$ cat src/rtl/sqrt_result_reorder.sv
// rtl/sqrt_result_reorder.sv - tag issue and in-order retire of out-of-order worker results
module sqrt_result_reorder #(
  parameter int DEPTH = 64,
  parameter int W     = 32
) (
  input  logic                       clk,
  input  logic                       rst,
  input  logic                       iss_req,
  output logic                       iss_rdy,
  output logic [$clog2(DEPTH)-1:0]   iss_tag,
  input  logic                       cpl_vld,
  input  logic [$clog2(DEPTH)-1:0]   cpl_tag,
  input  logic [W-1:0]               cpl_data,
  output logic                       res_vld,
  input  logic                       res_rdy,
  output logic [W-1:0]               res,
  output logic [$clog2(DEPTH):0]     cnt,
  output logic                       err
);

  localparam int AW = $clog2(DEPTH);

  logic [AW-1:0]    wr_ptr;
  logic [AW-1:0]    rd_ptr;
  logic [DEPTH-1:0] done;
  logic [W-1:0]     mem [DEPTH];

  logic [AW-1:0]    cpl_off;
  logic             cpl_ok;
  logic             issue;
  logic             load;

  // DEPTH is a power of two and cnt never exceeds it, so the top bit alone means full.
  assign iss_rdy = ~cnt[AW];
  assign iss_tag = wr_ptr;
  assign issue   = iss_req & iss_rdy;

  // A tag is outstanding when its distance past the head is below the outstanding count.
  assign cpl_off = cpl_tag - rd_ptr;
  assign cpl_ok  = cpl_vld & ({1'b0, cpl_off} < cnt) & ~done[cpl_tag];
  assign load    = done[rd_ptr] & (cnt != '0) & (~res_vld | res_rdy);

  always_ff @(posedge clk or posedge rst) begin
    if (rst) begin
      wr_ptr <= '0;
      rd_ptr <= '0;
      cnt    <= '0;
      err    <= 1'b0;
    end else begin
      if (issue) begin
        wr_ptr <= wr_ptr + 1'b1;
      end
      if (load) begin
        rd_ptr <= rd_ptr + 1'b1;
      end
      case ({issue, load})
        2'b10:   cnt <= cnt + 1'b1;
        2'b01:   cnt <= cnt - 1'b1;
        default: cnt <= cnt;
      endcase
      if (cpl_vld & ~cpl_ok) begin
        err <= 1'b1;
      end
    end
  end

  // A legal completion can never target the head being loaded, since that tag is already done.
  always_ff @(posedge clk or posedge rst) begin
    if (rst) begin
      done <= '0;
    end else begin
      if (load) begin
        done[rd_ptr] <= 1'b0;
      end
      if (cpl_ok) begin
        done[cpl_tag] <= 1'b1;
      end
    end
  end

  always_ff @(posedge clk) begin
    if (cpl_ok) begin
      mem[cpl_tag] <= cpl_data;
    end
  end

  always_ff @(posedge clk or posedge rst) begin
    if (rst) begin
      res_vld <= 1'b0;
      res     <= '0;
    end else if (load) begin
      res_vld <= 1'b1;
      res     <= mem[rd_ptr];
    end else if (res_rdy) begin
      res_vld <= 1'b0;
    end
  end

endmodule

$ cat config.mk
export PLATFORM = sky130hd
export DESIGN_NAME = sqrt_result_reorder
export DESIGN_NICKNAME = d
export VERILOG_FILES = /design/src/rtl/sqrt_result_reorder.sv
export SDC_FILE = /design/constraint.sdc
export NUM_CORES = 2
export LEC_CHECK = 0
export ABC_AREA = 1
export BUFFER_PORTS_ARGS = -buffer_cell sky130_fd_sc_hd__buf_2
export CORE_UTILIZATION = 50
export CTS_CLUSTER_DIAMETER = 50
export DETAILED_ROUTE_END_ITERATION = 6
export GPL_TIMING_DRIVEN = 0
export PLACE_DENSITY = 0.65
export SLEW_MARGIN = 0
export SYNTH_ARGS = -nofsm -noshare
export SYNTH_HDL_FRONTEND = slang
export SYNTH_SLANG_ARGS = --single-unit
export TNS_END_PERCENT = 50
$ cat constraint.sdc
create_clock -name clk -period 7.05 [get_ports clk]
set_input_delay 1.0575 -clock clk [delete_from_list [all_inputs] [get_ports clk]]
set_output_delay 1.0575 -clock clk [all_outputs]
set_load 0.02 [all_outputs]
Yosys cells after proc, flatten, opt, wreduce, memory -nomap -nowiden
Memories as Yosys holds them, arrays and structs flattened. A register that Yosys moved wholly into a read port is not among the register bits.
Index checks and enable logic that the tools add are counted.
{ "word_totals": {"reg_bits": 85, "ram_bits": 2048, "inputBits": 43, "output_inout_bits": 48, "word_cells": 53, "memories": 1} }
{ "op_classes": {"addsub": 5, "order_cmp": 5, "eq_ne": 2, "n_mux": 15, "n_bitwise": 14, "n_reduce_logical": 5} }
{ "memory_table": {"columns": ["name", "depth", "width", "read_ports", "rd_ports_with_merged_regs", "write_ports", "line_no", "rtl"], "rows": [
  ["mem", 64, 32, 1, 1, 1, "26", "logic [W-1:0] mem [DEPTH];"]
]} }
{ "ops": {"columns": ["op", "n"], "rows": [
  ["$mux W64", 2],
  ["$and A64 B64 Y64", 1],
  ["$not A64 Y64", 1],
  ["$or A64 B64 Y64", 1],
  ["$lt A6 B7 Y1 const B", 2],
  ["$pmux W7 S2", 1],
  ["$add A6 B1 Y6 const B", 2],
  ["$bmux W1 S6", 2],
  ["$demux W1 S6", 2],
  ["$ge A6 B1 Y1 const B", 2],
  ["$mux W1", 8],
  ["$add A7 B1 Y7 const B", 1],
  ["$lt A6 B7 Y1", 1],
  ["$reduce_bool A7 Y1", 1],
  ["$sub A7 B1 Y7 const B", 1],
  ["$and A1 B1 Y1", 6],
  ["$sub A6 B6 Y6", 1],
  ["$not A1 Y1", 4],
  ["$reduce_bool A2 Y1", 2],
  ["$eq A2 B1 Y1 const B", 1],
  ["$eq A2 B2 Y1 const B", 1],
  ["$logic_and A1 B1 Y1", 2],
  ["$or A1 B1 Y1", 1]
]} }

Logic depth before layout (Yosys ltp)
{ "logic_depth": {"ltp_word": 9, "depth_mapped": 25, "mapped_depth_nobuf": 21} }

Least setup slack after synthesis
Ideal clock, no wire load.
{ "synth_path": {"path_type": "in2reg", "startpoint": "input port cpl_tag[0]", "endpoint": "memory mem[54][0] (enable)", "setup_ns": 0.387, "arrival_time_ns": 4.239, "t_required_ns": 6.663, "path_slack_ns": 2.424, "path_stages": 21, "n_path_buf": 4, "path_cell_list": "buf_4 > inv_2 > buf_2 > ha_1 > inv_1 > fa_1 > a21oi_1 > o21ai_0 > xor2_1 > ha_1 > nand2_1 > inv_1 > o21ai_0 > nand3_1 > inv_1 > nand3_1 > nor2_1 > buf_4 > buf_6 > nand3_1 > inv_1"} }
{ "synth_between": {"elab_chain_cells": 6, "elab_cells_between_ends": 9, "classes_between": "1 x add/sub; 1 x order compare; 4 x mux; 3 x bitwise"} }
{ "synth_lines": {"columns": ["element", "line_no", "rtl"], "rows": [
  ["start: declaration", "12", "input logic [$clog2(DEPTH)-1:0] cpl_tag,"],
  ["$sub A6 B6 Y6 or $bmux W1 S6 (tied branches)", "39, 40", null],
  ["$lt A6 B7 Y1 or $mux W1 (tied branches)", "40", "assign cpl_ok = cpl_vld & ({1'b0, cpl_off} < cnt) & ~done[cpl_tag];"],
  ["$and A1 B1 Y1 or $not A1 Y1 (tied branches)", "40", null],
  ["$and A1 B1 Y1", "40", null],
  ["$mux W1", "82", "if (cpl_ok) begin"],
  ["$mux W1 (not written as such)", "83", "mem[cpl_tag] <= cpl_data;"],
  ["end: declaration", "26", null]
]} }
Parallel ways exist; a longest one is shown, timed or not. The select of a mux whose other input is x is not followed.

Final worst setup path
{ "layout_path": {"startpoint": "register rd_ptr[2]", "endpoint": "memory mem[22][22] (enable)"} }
{ "layout_between": {"elab_chain_cells": 6} }
{ "layout_lines": {"columns": ["element", "line_no", "rtl"], "rows": [
  ["start: declaration", "24", "logic [AW-1:0] rd_ptr;"],
  ["start signal: assignment", "54", "rd_ptr <= rd_ptr + 1'b1;"],
  ["$sub A6 B6 Y6", "39", "assign cpl_off = cpl_tag - rd_ptr;"],
  ["$lt A6 B7 Y1", "40", null],
  ["$and A1 B1 Y1 (2 in a row)", "40", null],
  ["$mux W1", "82", null],
  ["$mux W1 (not written as such)", "83", null]
]} }
No other way between the ends.

==> run summary <==
Clk_skew: 0.0694 ns
DRC: 0
VDD IR max: 0.286 mV
Post-route ant nets: 0
Htree depth: 4
Gpl congestion: 1.02
Post-CTS Setup Inserts: 0
Rel. slew slack: -7.19%
Nets: 7984
FP Rows: 153
Initial antenna violation count: 16
Largest net degree at the start of global routing: 70
Sequential element share of the synthesized area: 73.0%
RSZ-0062 raised after global routing: false
Synth Warn #: 0
Grt ovf: 0
Layout cells sized above 1: 11.1%
DR iter-0 viols: 12397
WL/cell: 35.5 um
Metal2 WL: 154000 um
Post-detailed-placement half-perimeter wirelength: 242000 um
Pwr Total: 40.4 mW
CTS Hold Buffers Added: 0
Layout Cells excl Fill: 10465
Met3 wire len: 59400 um
Reg2reg start: rd_ptr[2]$_DFFE_PP0N_
Worst Path Arrival: 7.19 ns
Hold slack final: 0.311 ns
Post-Route Setup TNS: 0 ns
DRT Pass-1 Iters: 7
Num CTS Buffers: 228
Kind of critical path: reg2reg
Setup Viol. Count Final: 0
Fin util: 57.8%
Clock latency on the worst-skew pair: 0.92 ns
TritonCTS clock tree: done
Fmax: 151 MHz
Clock Root Buffer: clkbuf_16
Max Cap Viol: 6
Final setup margin: 0.422 ns
Placed insts: 10018
Power density cells: 401 mW/mm^2
CP Launch Point: rd_ptr[2]$_DFFE_PP0N_
Clk slew on worst S/H paths: 0.07 ns
Post-synthesis cell area: 0.0883 mm^2
Synthesized Nets: 7581
Total GRT Usage: 41.0%
First-pass GRT wire length: 497000 um
Port buffer count: 88
Post-Route M1 WL: 125000 um
Post-route cell area: 0.101 mm^2
Pre-CTS WS: 0.370 ns
Vias in the first global route: 61074
Outcome: finished with violations
Critical path capture point type: flip-flop
Violated checks: max-capacitance violations, max-slew violations
Die area: 0.178 mm^2
Worst Hold Class: in2async
Fin crit period: 6.63 ns
Fin crit share: 94.0%
Die width: 422 um
Initial Utilization: 50.6%
# resized after CTS: 0
Startpoint types: flip-flop
Synth cell types: 41
Via count: 67332
P&R area growth vs syn: 14.3%
Syn_area_per_cell: 11.7 um^2
Routed WL: 372000 um
Post-synthesis register bit count: 2165
Io pins: 91
Max Root-Sink Buffers: 3
Clock Sinks: 2165
Die Height: 422 um
Worst path required time: 7.62 ns
Placed cell areas: 0.0936 mm^2
Final slew viol count: 165
Post-Syn Instances: 7522
Core area: 0.175 mm^2
P_leak: 37.0 nW
Final count of hold timing violations: 0
Avg Vias per Cell: 6.43
Max layer used: met5
Max FO, Critical Path: 18
Worst-margin pin slew: 1.61 ns
==> area by class of cell <==
class | instances | area [um^2]
Antenna cell | 22 | 55.1
Clock inverter | 135 | 1090
Inverter | 203 | 837
Sequential cell | 2165 | 64400
Buffer | 471 | 2290
Multi-Input combinational cell | 4683 | 20800
Clock buffer | 288 | 6060
Fill cell | 14324 | 73700
Tap cell | 2325 | 2910
Timing Repair Buffer | 173 | 2350
==> critical path, cell delays in order (launching register included) <==
cell,delay (ns)
dfrtp_1,0.36
buf_4,0.20
inv_2,0.57
clkbuf_2,0.75
clkbuf_1,0.62
ha_1,0.41
a21oi_1,0.19
nand2_1,0.08
nand2_1,0.08
nand2_1,0.05
a21oi_1,0.14
xor2_1,0.21
ha_1,0.26
inv_1,0.05
nor2_1,0.04
o21ai_0,0.08
nand3_1,0.14
inv_1,0.12
nand3_1,0.09
nor2_1,0.13
buf_4,0.24
buf_6,0.19
nand3_1,0.12
inv_2,0.74
buf_12,0.29
==> where the power goes <==
part	total, mW	internal (mW)	switching, mW	leakage, nW
Sequential	14.8	14.5	0.265	19.9
Combinational	14.1	3.07	11.0	13.6
Clock	11.6	6.37	5.25	3.51
==> metal layers <==
layer | GRT usage (%) | up-vias
li1 | - | 27405
met1 | 52.2 | 32679
met2 | 57.5 | 5966
met3 | 14.6 | 1270
met4 | 30.8 | 12
met5 | 0.726 | -
==> synthesized netlist by cell type, drive strengths merged <==
cell type | count | share of area [%]
fa | 1 | 0.023
a21boi | 1 | 0.0085
nor2 | 162 | 0.70
o21a | 1 | 0.0085
o21bai | 2 | 0.017
nor3 | 24 | 0.21
a21oi | 721 | 4.1
ha | 15 | 0.21
xor2 | 14 | 0.14
o21ai | 341 | 1.9
xnor2 | 5 | 0.050
clkbuf | 135 | 0.58
nor4 | 1 | 0.0071
buf | 336 | 2.0
inv | 202 | 0.86
nand3 | 736 | 4.2
nand4 | 127 | 0.90
a22oi | 20 | 0.17
a31oi | 31 | 0.22
a32oi | 12 | 0.12
o22ai | 1 | 0.0071
clkinv | 1 | 0.0042
o211ai | 3 | 0.026
dfrtp | 117 | 3.3
edfxtp | 2048 | 70
nand3b | 8 | 0.068
or2 | 6 | 0.043
nand2 | 2451 | 10
==> cell families (layout without fill, tap and decap cells) <==
logic type	Yosys count	in the layout	synth area share (%)
other	0	22	0
XOR/XNOR	19	19	0.189
AND/OR/NAND/NOR	3515	3515	16.5
adder cells (fa/ha/maj)	16	16	0.235
flip-flops	2165	2165	73.0
AO/OA/AOI/OAI	1133	1133	6.60
buffers and inverters	674	1270	3.45
==> worst paths after layout <==
path,to,slack [ns],cells after the start
setup reg to reg,mem[22][22]$_DFFE_PP_,0.42,24
min in group clk,mem[47][17]$_DFFE_PP_,0.42,1
hold reg to reg,res[22]$_DFFE_PP0N_,0.48,2
setup / recovery,mem[22][22]$_DFFE_PP_,0.42,24
hold / removal,done[37]$_DFF_PP0_,0.31,2
max in group asynchronous,res[22]$_DFFE_PP0N_,5.90,3
==> layout by cell type (no fill, tap or decap), types with 31 or more instances in the layout <==
| cell | count |
|---|---|
| buf_12 | 40 |
| inv_1 | 129 |
| buf_1 | 37 |
| clkbuf_16 | 230 |
| dfrtp_1 | 117 |
| clkbuf_1 | 178 |
| a31oi_1 | 31 |
| a21oi_1 | 721 |
| clkinv_1 | 59 |
| buf_2 | 331 |
| nand4_1 | 127 |
| edfxtp_1 | 2048 |
| nor2_1 | 159 |
| buf_4 | 40 |
| nand3_1 | 735 |
| clkinv_2 | 41 |
| nand2_1 | 2449 |
| buf_16 | 32 |
| o21ai_0 | 324 |
| inv_2 | 44 |
==> sequential cells by signal, summed over array words and instances, names as in the netlist <==
name,cells
res,32
mem,2048
err,1
done,64
rd_ptr,6
res_vld,1
cnt,7
iss_tag,6
(Power assumes the default switching activity.)
